==> src/rtl/connect_four_pkg.sv <==
// Shared types and constants for the Connect Four game controller.
// Optional turn timer is enabled with `TURN_TIMEOUT_EN in connect_four_controller.
package connect_four_pkg;

  localparam int unsigned ROWS      = 6;
  localparam int unsigned COLS      = 8;
  localparam int unsigned MAX_MOVES = 48;
  localparam int unsigned ROW_W     = 3;
  localparam int unsigned COL_W     = 3;
  localparam int unsigned MOVE_W    = 6;
  localparam int unsigned PIECE_W   = 2;

  typedef enum logic [PIECE_W-1:0] {
    PIECE_NONE = 2'b00,
    PIECE_P1   = 2'b01,
    PIECE_P2   = 2'b10
  } piece_t;

  typedef enum logic [2:0] {
    CLEAR,
    WAIT,
    SCAN,
    WRITE,
    CHECK,
    SWITCH,
    WIN,
    DRAW
  } state_t;

  // Board write request presented to the datapath
  typedef struct packed {
    logic [ROW_W-1:0]   row;
    logic [COL_W-1:0]   col;
    logic [PIECE_W-1:0] val;
  } wr_req_t;

  // Cursor step with wrap; simultaneous left+right cancels out
  function automatic logic [COL_W-1:0] cursor_step(input logic [COL_W-1:0] col,
                                                   input logic left,
                                                   input logic right);
    logic [COL_W-1:0] res;
    res = col;
    if (left && !right) begin
      res = col - COL_W'(1);
    end else if (right && !left) begin
      res = col + COL_W'(1);
    end
    return res;
  endfunction

endpackage

==> src/rtl/connect_four_blink_gen.sv <==
// Free-running blink square wave: toggles every BLINK_DIV clock cycles.
module connect_four_blink_gen #(
  parameter int unsigned BLINK_DIV = 25_000_000
) (
  input  logic clk,
  input  logic rst_n,
  output logic blink
);

  localparam int unsigned CNT_W = (BLINK_DIV > 1) ? $clog2(BLINK_DIV) : 1;

  logic [CNT_W-1:0] r_cnt;
  logic             r_blink;

  always_ff @(posedge clk or negedge rst_n) begin
    if (!rst_n) begin
      r_cnt   <= '0;
      r_blink <= 1'b0;
    end else if (r_cnt == CNT_W'(BLINK_DIV - 1)) begin
      r_cnt   <= '0;
      r_blink <= ~r_blink;
    end else begin
      r_cnt <= r_cnt + CNT_W'(1);
    end
  end

  assign blink = r_blink;

endmodule

==> src/rtl/connect_four_controller.sv <==
// Connect Four game-sequencing FSM: cursor, player, move count, board writes and win/draw flags.
// Define TURN_TIMEOUT_EN to forfeit a turn after TURN_CYCLES idle cycles in WAIT.
module connect_four_controller
  import connect_four_pkg::*;
#(
  parameter int unsigned BLINK_DIV   = 25_000_000,
  parameter int unsigned TURN_CYCLES = 500_000_000
) (
  input  logic               clk,
  input  logic               rst_n,
  input  logic               btn_left,
  input  logic               btn_right,
  input  logic               btn_drop,
  input  logic               btn_new_game,
  input  logic [PIECE_W-1:0] board [ROWS][COLS],
  input  logic               win_done,
  input  logic               win_found,
  output logic               wr_en,
  output logic [ROW_W-1:0]   wr_row,
  output logic [COL_W-1:0]   wr_col,
  output logic [PIECE_W-1:0] wr_val,
  output logic               clear_board,
  output logic               win_start,
  output logic [COL_W-1:0]   cursor_col,
  output logic [PIECE_W-1:0] current_player,
  output logic               blink,
  output logic               update_display,
  output logic               winner_enable,
  output logic               game_over_enable
);

  state_t              r_state,     w_state;
  logic [COL_W-1:0]    r_cursor,    w_cursor;
  piece_t              r_player,    w_player;
  logic [MOVE_W-1:0]   r_move_cnt,  w_move_cnt;
  logic [ROW_W-1:0]    r_scan_row,  w_scan_row;
  wr_req_t             r_wr,        w_wr;
  logic                r_wr_en,     w_wr_en;
  logic                r_clear,     w_clear;
  logic                r_win_start, w_win_start;
  logic                r_update,    w_update;
  logic                r_winner,    w_winner;
  logic                r_game_over, w_game_over;

`ifdef TURN_TIMEOUT_EN
  localparam int unsigned TURN_W = (TURN_CYCLES > 1) ? $clog2(TURN_CYCLES) : 1;
  logic [TURN_W-1:0] r_turn_cnt, w_turn_cnt;
`else
  logic w_unused_turn_cfg;
  assign w_unused_turn_cfg = ^TURN_CYCLES;
`endif

  always_ff @(posedge clk or negedge rst_n) begin
    if (!rst_n) begin
      r_state     <= CLEAR;
      r_cursor    <= '0;
      r_player    <= PIECE_P1;
      r_move_cnt  <= '0;
      r_scan_row  <= '0;
      r_wr        <= '0;
      r_wr_en     <= 1'b0;
      r_clear     <= 1'b0;
      r_win_start <= 1'b0;
      r_update    <= 1'b0;
      r_winner    <= 1'b0;
      r_game_over <= 1'b0;
`ifdef TURN_TIMEOUT_EN
      r_turn_cnt  <= '0;
`endif
    end else begin
      r_state     <= w_state;
      r_cursor    <= w_cursor;
      r_player    <= w_player;
      r_move_cnt  <= w_move_cnt;
      r_scan_row  <= w_scan_row;
      r_wr        <= w_wr;
      r_wr_en     <= w_wr_en;
      r_clear     <= w_clear;
      r_win_start <= w_win_start;
      r_update    <= w_update;
      r_winner    <= w_winner;
      r_game_over <= w_game_over;
`ifdef TURN_TIMEOUT_EN
      r_turn_cnt  <= w_turn_cnt;
`endif
    end
  end

  // Next-state and next-output logic; strobes default low, flags are held only by WIN/DRAW
  always_comb begin
    w_state     = r_state;
    w_cursor    = r_cursor;
    w_player    = r_player;
    w_move_cnt  = r_move_cnt;
    w_scan_row  = r_scan_row;
    w_wr        = r_wr;
    w_wr_en     = 1'b0;
    w_clear     = 1'b0;
    w_win_start = 1'b0;
    w_update    = 1'b0;
    w_winner    = 1'b0;
    w_game_over = 1'b0;
`ifdef TURN_TIMEOUT_EN
    w_turn_cnt  = r_turn_cnt;
`endif

    if (btn_new_game) begin
      w_state = CLEAR;
    end else begin
      unique case (r_state)
        CLEAR: begin
          w_clear    = 1'b1;
          w_cursor   = '0;
          w_player   = PIECE_P1;
          w_move_cnt = '0;
          w_update   = 1'b1;
          w_state    = WAIT;
`ifdef TURN_TIMEOUT_EN
          w_turn_cnt = '0;
`endif
        end
        WAIT: begin
          if (btn_drop) begin
            w_scan_row = ROW_W'(ROWS - 1);
            w_state    = SCAN;
          end else begin
            w_cursor = cursor_step(r_cursor, btn_left, btn_right);
            w_update = (w_cursor != r_cursor);
`ifdef TURN_TIMEOUT_EN
            if (r_turn_cnt == TURN_W'(TURN_CYCLES - 1)) begin
              w_state = SWITCH;
            end else begin
              w_turn_cnt = r_turn_cnt + TURN_W'(1);
            end
`endif
          end
        end
        SCAN: begin
          if (board[r_scan_row][r_cursor] == PIECE_NONE) begin
            w_wr_en    = 1'b1;
            w_wr       = '{row: r_scan_row, col: r_cursor, val: r_player};
            w_move_cnt = r_move_cnt + MOVE_W'(1);
            w_update   = 1'b1;
            w_state    = WRITE;
          end else if (r_scan_row == '0) begin
            w_state = WAIT;
          end else begin
            w_scan_row = r_scan_row - ROW_W'(1);
          end
        end
        WRITE: begin
          // Checker samples one cycle after the write strobe so the board is committed
          w_win_start = 1'b1;
          w_state     = CHECK;
        end
        CHECK: begin
          if (win_done) begin
            if (win_found) begin
              w_winner = 1'b1;
              w_update = 1'b1;
              w_state  = WIN;
            end else if (r_move_cnt == MOVE_W'(MAX_MOVES)) begin
              w_game_over = 1'b1;
              w_update    = 1'b1;
              w_state     = DRAW;
            end else begin
              w_state = SWITCH;
            end
          end
        end
        SWITCH: begin
          w_player = (r_player == PIECE_P1) ? PIECE_P2 : PIECE_P1;
          w_update = 1'b1;
          w_state  = WAIT;
`ifdef TURN_TIMEOUT_EN
          w_turn_cnt = '0;
`endif
        end
        WIN: begin
          w_winner = 1'b1;
        end
        DRAW: begin
          w_game_over = 1'b1;
        end
        default: begin
          w_state = CLEAR;
        end
      endcase
    end
  end

  connect_four_blink_gen #(
    .BLINK_DIV(BLINK_DIV)
  ) u_blink_gen (
    .clk  (clk),
    .rst_n(rst_n),
    .blink(blink)
  );

  assign wr_en            = r_wr_en;
  assign wr_row           = r_wr.row;
  assign wr_col           = r_wr.col;
  assign wr_val           = r_wr.val;
  assign clear_board      = r_clear;
  assign win_start        = r_win_start;
  assign cursor_col       = r_cursor;
  assign current_player   = r_player;
  assign update_display   = r_update;
  assign winner_enable    = r_winner;
  assign game_over_enable = r_game_over;

endmodule

==> config.mk <==
export PLATFORM = sky130hd
export DESIGN_NAME = connect_four_controller
export DESIGN_NICKNAME = d
export VERILOG_FILES = /design/src/rtl/connect_four_pkg.sv /design/src/rtl/connect_four_blink_gen.sv /design/src/rtl/connect_four_controller.sv
export SDC_FILE = /design/constraint.sdc
export NUM_CORES = 1
export LEC_CHECK = 0
export ABC_CLOCK_PERIOD_IN_PS = 2400
export CORE_MARGIN = 4
export CORE_UTILIZATION = 42
export DETAILED_ROUTE_END_ITERATION = 12
export GPL_ROUTABILITY_DRIVEN = 1
export PLACE_DENSITY = 0.78
export SYNTH_ARGS = -nofsm -noshare
export SYNTH_HDL_FRONTEND = slang
export SYNTH_SLANG_ARGS = --single-unit
==> constraint.sdc <==
create_clock -name clk -period 2.4 [get_ports clk]
set_clock_uncertainty 0.05 [all_clocks]
set_input_delay 0.48 -clock clk [delete_from_list [all_inputs] [get_ports clk]]
set_output_delay 0.48 -clock clk [all_outputs]
set_load 0.005 [all_outputs]
==> run metrics, run 1 <==
outcome complete, but fails checks; failing checks setup timing; antenna cells 0; post-route ant nets 0; clock buffer depth 2; slowest stage delay, CP around 0.5 ns; Mean Syn Cell Area 9.278 um2; io pins 124; Yosys top cell by area dfrtp_1; Worst Tran Pin Value about 0.6 ns; clock sinks between 50 and 60; Hold/Removal Path Class in2async; Yosys cell types 76; routed vias/inst 5.712; RSZ-0062 raised after global routing true; Max-cap violations 0; Crit Path Category in2reg; Total Nets Final 675; Peak Freq 376.6 MHz; post-DR wirelength/cell 18.53 um; Worst Slack Setup Final -0.2550 ns; largest net degree at the start of global routing 36; Worst Path Max Fanout 7; final hold violation count 0; antenna violations before repair 0; DIE AREA a little over 0.01 mm2; Finished Layout Cells between 600 and 700; required time worst endpoint around 2.6 ns; Routed WL 12.49 mm; top-count cell post-synth nor2_1; via count 3850; design area 0.005891 mm2; layout cells sized above 1 between 20% and 30%; cell count after placement between 600 and 700; post-layout min period roughly 2.7 ns; CORE AREA roughly 0.0083 mm2; hold slack around 0.062 ns; total grt overflow 0; fin. max-slew vios 0; DP Area around 0.0052 mm2; CTS tree built; cell count after synthesis roughly 390; final period utilization 110.6%; synth top area cells dfrtp_1, nor2_1, xor2_1; post-DP HPWL 8.313 mm; Finish-stage setup viols 20; gr usage total 22.06%; Post-Place Worst Slack -0.5546 ns; EDFF count, synth 0; DRC viols 0; Post-Syn Area between 0.003 and 0.004 mm2; Pwr per Cell Area 815.9 mW/mm2; clk_lat worst skew 0.34 ns; clk root buf clkbuf_8; P_leak 2.500 nW; die height between 100 and 150 um; share of the synthesized area in the top cell type about two fifths; vias in the first global route between 3000 and 4000; critical path endpoint category register; Mapped Nets ~500; Initial Util between 40 and 50%; Die X about 100 um; Placer Congestion roughly 0.84; startpoint types input port; hold buffers post-CTS 0; cts bufs inserted 9; Critical Path AT about 2.8 ns; flip-flop and latch count after synthesis 57; synth warn 0; Cell Rows 33; post-synthesis async set-or-reset flop share 100.0%; Starting DRT DRC Count between 200 and 250; clock transition at the registers of the reported paths 0.06 ns; post-synthesis sequential area ratio 39.66%; top_reg_cell synth dfrtp_1; area grow syn2layout 63.64%; CP Cell Sequence clkdlybuf4s50_1, o311ai_1, o2111ai_2, a2111oi_4, or4_4, nand3_4, mux2_4; slowest stage cell, crit path o311ai_1; VDD IR max 0.6268 mV; Pwr Total just under 5 mW; DRT Pass-1 Iters 5; Port Buffers roughly 120; Slew headroom approximately 60%; first-pass GRT wire length roughly 18 mm; top cells by count, synth nor2_1, dfrtp_1, nor3_1; H-tree depth 3
logic make-up after synthesis:
group / after synthesis / synth area share (%)
compound gates: 77 / 17.31
flops: 57 / 39.66
buf+inv: 28 / 4.518
fa+ha+maj: 7 / 2.433
xor+xnor: 27 / 6.569
simple gates: 183 / 26.42
mux: 9 / 3.093
critical path, delay by kind of cell:
family	cells	cell delay, ns
compound gates	3	1.16
simple gates	2	0.44
buf+inv	1	0.42
mux	1	0.33
flip-flops by register name, indices dropped and copies added (netlist names):
| signal | flops |
|---|---|
| wr_en | 1 |
| current_player | 2 |
| r_move_cnt | 6 |
| u_blink_gen.r_cnt | 25 |
| wr_row | 3 |
| win_start | 1 |
| wr_val | 2 |
| r_state | 3 |
| game_over_enable | 1 |
| wr_col | 3 |
| winner_enable | 1 |
| r_scan_row | 3 |
| u_blink_gen.blink | 1 |
| update_display | 1 |
| clear_board | 1 |
| cursor_col | 3 |
layer usage:
metal  track usage, %  vias up  wire (um)
li1                 -     1773          -
met1            28.93     1858       5087
met2            36.05      180       6120
met3            5.813       39        909
met4            6.010        0        372
met5                0        -          0
worst paths after layout:
path                                         from                end  slack [ns]  cells after the start
worst min-delay path                        rst_n          win_start        0.06                      1
max in group asynchronous                   rst_n      r_scan_row[1]        1.67                      2
worst max register to register      r_scan_row[0]          wr_row[1]       -0.20                      6
worst min register to register  u_blink_gen.blink  u_blink_gen.blink        0.42                      1
worst max-delay path                    board[48]          wr_row[1]       -0.25                      7
min in group clk                u_blink_gen.blink  u_blink_gen.blink        0.42                      1
stage by stage:
step / utilization [%] / TNS (ns)
after floorplan: - / -0.09659
after global placement: 62.91 / -9.245
after detailed placement: 62.91 / -9.979
after CTS: 66.80 / -2.114
after global routing: 71.33 / -4.295
final: 71.33 / -3.297
report_power, final:
group          switching, mW  internal, mW  total [mW]
Sequential             0.198          1.11        1.31
Clock                  0.389         0.503       0.892
Combinational           1.23          1.37        2.60
layout by cell type, fill, tap and decap left out, drive strengths merged, types with 4 or more instances in the layout:
cell,Yosys,layout
o311ai,7,7
ha,7,7
mux2,7,7
clkdlybuf4s50,0,118
a21oi,16,16
inv,11,11
nor4b,4,4
nand2,19,19
and3,7,7
nor2,70,70
nor4,6,6
nor3b,4,4
nand2b,8,8
buf,12,59
dfrtp,56,56
a21o,5,5
dlygate4sd2,0,4
nand3,17,18
xnor2,10,10
nor3,24,24
o22ai,6,6
clkbuf,5,11
nand4,4,4
xor2,17,17
nor2b,4,4
o21ai,9,9
what timing repair did:
item                                    CTS  global route
endpoints found under the setup margin   19            20
gates resized for setup                  22            55
gates cloned                              0             1
pin swaps                                 1            21
buffers inserted                          8             7
cell type report:
class	instances	area (um2)
Inverter	11	43.79
Multi-Input combinational cell	304	2364
Tap cell	105	131.4
Clock inverter	5	55.05
Timing Repair Buffer	181	1724
Clock buffer	11	141.4
Fill cell	557	2367
Sequential cell	57	1431
No activity file was read; power rests on OpenSTA's default activity.
==> run 2: changes to the inputs <==
GPL_TIMING_DRIVEN = 0   (was not set)
==> run 2 against run 1 <==
The flow still finishes with violations (setup timing); critical path depth is 3 higher; clock-buffer cell count is 2 lower; final area is 0.59% lower; power is 2.8% lower; combinational power is 3% higher.
==> run metrics, run 2 (synthesis gave the netlist of run 1 again) <==
H-tree depth 3; Pwr per Cell Area about 800 mW/mm2; Fillers 585; max reg flops 25; Finish-stage setup viols 20; die height 100.6 um; Logic pwr share a little under three fifths; critical path endpoint category register; final period utilization 111.1%; Worst Setup SP cursor_col[0]; io pins 124; clock buffer depth 2; clk_lat worst skew 0.34 ns; outcome complete, but fails checks; post-route ant nets 0; commonest non-fill, non-tap cell in the layout clkdlybuf4s50_1; post-layout min period 2.667 ns; clock transition at the registers of the reported paths 0.07 ns; Initial Util between 40% and 50%; Placer Congestion approximately 0.85; hold buffers post-CTS 0; critical path's top delay family simple AND/OR/NAND/NOR gates; Sw Ratio 39.39%; cell count after placement a little over 600; antenna violations before repair 0; Pwr Total 4.670 mW; Die X approximately 100 um; gr usage total about 23%; Peak Freq 374.9 MHz; vias in the first global route just under 4000; clock power share ~16%; part of the power in registers a little over a quarter; RSZ-0062 raised after global routing true; layout cells sized above 1 24.06%; largest net degree at the start of global routing 30; DIE AREA 0.01012 mm2; DRT Pass-1 Iters 4; internal power approximately 2.8 mW; P_leak 2.471 nW; Worst Slack Setup Final -0.2673 ns; hold slack between 0.1 and 0.15 ns; clk root buf clkbuf_8; Starting DRT DRC Count 180; routed vias/inst between 5 and 6; Critical Path AT between 2 and 3 ns; clock sinks 57; required time worst endpoint 2.57 ns; first-pass GRT wire length 18.44 mm; slowest stage cell, crit path or4_4; Crit Path Category reg2reg; via count 3805; Cell Rows 33; Worst Path Max Fanout 6; antenna cells 0; Slew headroom 47.49%; slowest stage delay, CP 0.55 ns; VDD IR max 0.6069 mV; final hold violation count 0; CP Cell Sequence buf_8, buf_8, buf_6, nor3_2, o211ai_1, and4_4, or4_4, nand3_4, buf_6, mux2_2; crit path buf inv count 4; post-DP HPWL around 8.3 mm; CORE AREA approximately 0.0083 mm2; Routed WL between 10 and 15 mm; cts bufs inserted 9; post-DR wirelength/cell 18.96 um; Post-Place Worst Slack -0.7582 ns; most frequent cells in the layout clkdlybuf4s50_1, nor2_1, dfrtp_1, buf_4, nand2_1; FF-to-FF Start cursor_col[0]; startpoint types register; Net Switching about 1.8 mW; area grow syn2layout 62.67%; Hold/Removal Path Class in2async; total grt overflow 0; DRC viols 0; Worst Tran Pin Value roughly 0.78 ns; failing checks setup timing; Largest Register u_blink_gen.r_cnt; final core area utilization a little under three quarters; fin. max-slew vios 0; Max-cap violations 0; Finished Layout Cells 666; Total Nets Final approximately 670; Largest regs u_blink_gen.r_cnt (25), r_move_cnt (6); CTS tree built; Port Buffers about 120
==> run 2: power by group through the flow <==
stage | combinational [mW] | clock, mW | sequential [mW]
after global placement | 1.82 | 0 | 1.26
final | 2.67 | 0.740 | 1.26
after detailed placement | 1.85 | 0 | 1.26
after global routing | 2.83 | 0.809 | 1.28
after CTS | 2.31 | 0.756 | 1.25
after floorplan | 1.18 | 0 | 1.24
==> run 2: path summary, 6_finish.rpt <==
check                           slack (ns)  cells past startpoint           endpoint
worst max-delay path                 -0.27                     10          wr_val[1]
min in group clk                      0.43                      1  u_blink_gen.blink
worst min-delay path                  0.12                      1         r_state[2]
worst min register to register        0.43                      1  u_blink_gen.blink
max in group asynchronous             1.58                      2      cursor_col[0]
worst max register to register       -0.27                     10          wr_val[1]
==> run 2: layer usage <==
layer  routed length, um  global-route usage (%)  part of all wire (%)
met1                5030                   27.18                    40
met2                6252                   39.49                    50
met3                 993                   5.260                   7.9
met4                 354                   9.430                   2.8
met5                   0                       0                     0
==> run 2: metrics by stage <==
step                setup TNS (ns)  area, um2
floorplan                 -0.09659       3616
global placement            -64.84       4979
detailed placement          -14.81       4994
CTS                         -1.362       5584
global route                -4.978       5856
finish                      -3.189       5856
==> run 2: cell type report <==
cell class / instances / area [um2] / area share (%)
buffer: 16 / 158.9 / 2.714
clock buffer: 9 / 123.9 / 2.115
clock inverter: 6 / 36.28 / 0.6197
inverter: 11 / 45.04 / 0.7692
multi-input combinational: 303 / 2366 / 40.41
sequential: 57 / 1430 / 24.42
tap: 105 / 131.4 / 2.244
timing repair buffer: 159 / 1564 / 26.71
==> run 2: repair_timing <==
action                                 CTS  global route
pin swaps                               22            18
gates resized for setup                 52            36
setup endpoints to repair               33            30
cloned                                   1             2
buffers inserted                        23             9
endpoints found under the hold margin    0             0
==> run 3: changes to the inputs <==
CORE_UTILIZATION = 45   (was 42)
DONT_BUFFER_PORTS = 1   (was not set)
GPL_ROUTABILITY_DRIVEN = 0   (was 1)
PLACE_DENSITY = not set   (was 0.78)
==> run 3 against run 2 <==
The run still ends with setup timing left; clock power up 41%; first-iteration DRC count up 6.7%; critical path depth down 2; cell count down 21%; via count down 17%; flip-flop and latch count unchanged; maximum frequency up 2.0%; combinational power down 28%.
==> run metrics, run 3 (synthesis gave the netlist of run 1 again) <==
antenna cells 0; total grt overflow 0; Critical Path AT 2.79 ns; largest net degree at the start of global routing just under 60; DIE AREA around 0.0095 mm2; Largest regs u_blink_gen.r_cnt (25), r_move_cnt (6); CORE AREA 0.007767 mm2; clock transition at the registers of the reported paths around 0.070 ns; Worst Tran Pin Value approximately 0.86 ns; Worst Slack Setup Final -0.2140 ns; gr usage total 20.87%; layout cells sized above 1 between 20% and 30%; Logic pwr share between 40% and 50%; outcome complete, but fails checks; part of the power in registers 30.3%; fin. max-slew vios 0; Routed WL 9.929 mm; Pwr per Cell Area ~950 mW/mm2; Slew headroom ~43%; post-route ant nets 0; Net Switching 1.678 mW; failing checks setup timing; post-layout min period 2.614 ns; most frequent cells in the layout nor2_1, dfrtp_1, nand2_1, xor2_1, buf_4; Worst Setup SP cursor_col[0]; io pins approximately 120; Finish-stage setup viols 20; Sw Ratio 39.56%; critical path endpoint category register; area grow syn2layout 24.61%; hold_sp btn_new_game; vias in the first global route 3161; RSZ-0062 raised after global routing true; design area 0.004486 mm2; Worst Path Max Fanout 10; startpoint types register; DRC viols 0; max reg flops 25; Cell Rows 32; routed vias/inst 5.991; DP Area around 0.0037 mm2; Largest Register u_blink_gen.r_cnt; setup TNS -3.221 ns; clk_lat worst skew 0.35 ns; Starting DRT DRC Count around 190; die height a little under 100 um; Initial Util 46.34%; Post-Place Worst Slack -0.5440 ns; final hold violation count 0; clock power share 24.4%; final core area utilization between 50 and 60%; commonest non-fill, non-tap cell in the layout nor2_1; Die X 97.44 um; H-tree depth 3; CTS tree built; Pwr Total 4.241 mW; post-DR wirelength/cell ~19 um; via count around 3200; Crit Path Category reg2reg; R2R Setup Slk -0.21 ns; final period utilization 108.9%; clk root buf clkbuf_8; P_leak 1.903 nW; VDD IR max approximately 0.42 mV; post-DP HPWL approximately 6.9 mm; cts bufs inserted 9; required time worst endpoint about 2.6 ns; DRT Pass-1 Iters 5; antenna violations before repair 0; Port Buffers 0; clock sinks 57; Peak Freq between 300 and 400 MHz; clock buffer depth 2; Hold/Removal Path Class in2reg; Max-cap violations 0; first-pass GRT wire length approximately 16 mm; Total Nets Final 531; internal power roughly 2.6 mW; FF-to-FF Start cursor_col[0]
[run 3: cell count changes in the layout (fill, tap and decap cells not counted), moves of 3 or more]
| cell | before | now |
|---|---|---|
| clkdlybuf4s50_1 | 120 | 0 |
| buf_4 | 25 | 16 |
| buf_8 | 6 | 2 |
| clkinv_2 | 4 | 0 |
| o311ai_1 | 0 | 3 |
[run 3: worst max-delay path: stages, from the launching register on]
cell and delay, ns:
dfrtp_2 0.49, buf_8 0.17, buf_6 0.15, nor3_4 0.17, o41ai_1 0.09, or4_4 0.47
o2111ai_4 0.33, nand3_4 0.23, mux2_4 0.36
[run 3: final timing paths]
check,depth (start not counted),endpoint
worst min register to register,1,u_blink_gen.r_cnt[0]
worst max register to register,8,wr_row[0]
worst min-delay path,1,clear_board
min in group asynchronous,2,u_blink_gen.r_cnt[2]
max in group asynchronous,2,current_player[0]
worst max-delay path,8,wr_row[0]
[run 3: stage by stage]
step,hold slack [ns],instances
2_1_floorplan,0.1344,388
3_3_place_gp,0.1360,490
3_5_place_dp,0.1359,490
4_1_cts,0.2019,523
5_1_grt,0.2181,527
6_report,0.2171,527
[run 3: power by group through the flow]
| stage | clock network, mW | registers (mW) | logic, mW |
|---|---|---|---|
| after floorplan | 0 | 1.24 | 1.18 |
| after global placement | 0 | 1.29 | 1.45 |
| after detailed placement | 0 | 1.29 | 1.47 |
| after CTS | 1.05 | 1.28 | 1.86 |
| after global routing | 1.10 | 1.31 | 2.10 |
| final | 1.04 | 1.28 | 1.92 |
[run 3: repair_timing]
action | 4_1_cts | 5_1_grt
endpoints found under the hold margin | 57 | 0
pin swaps | 14 | 12
cloned | 1 | 0
hold buffers | 2 | 0
setup endpoints to repair | 31 | 31
setup buffers | 14 | 5
resized for setup | 46 | 26
[run 3: final cells by class]
| class | instances | area (um2) |
|---|---|---|
| clock inverter | 7 | 101.3 |
| multi-input combinational | 304 | 2320 |
| clock buffer | 9 | 123.9 |
| buffer | 16 | 141.4 |
| tap | 102 | 127.6 |
| timing repair buffer | 21 | 195.2 |
| inverter | 11 | 45.04 |
| fill | 696 | 3282 |
| sequential | 57 | 1431 |
[run 3: per-layer routing]
metal / global-route usage, % / vias to the layer above / routed length (um)
met1: 28.73 / 1535 / 4450
met3: 3.877 / 16 / 622
met2: 32.47 / 120 / 4698
li1: - / 1486 / -
met5: 0 / - / 0
met4: 8.307 / 0 / 157
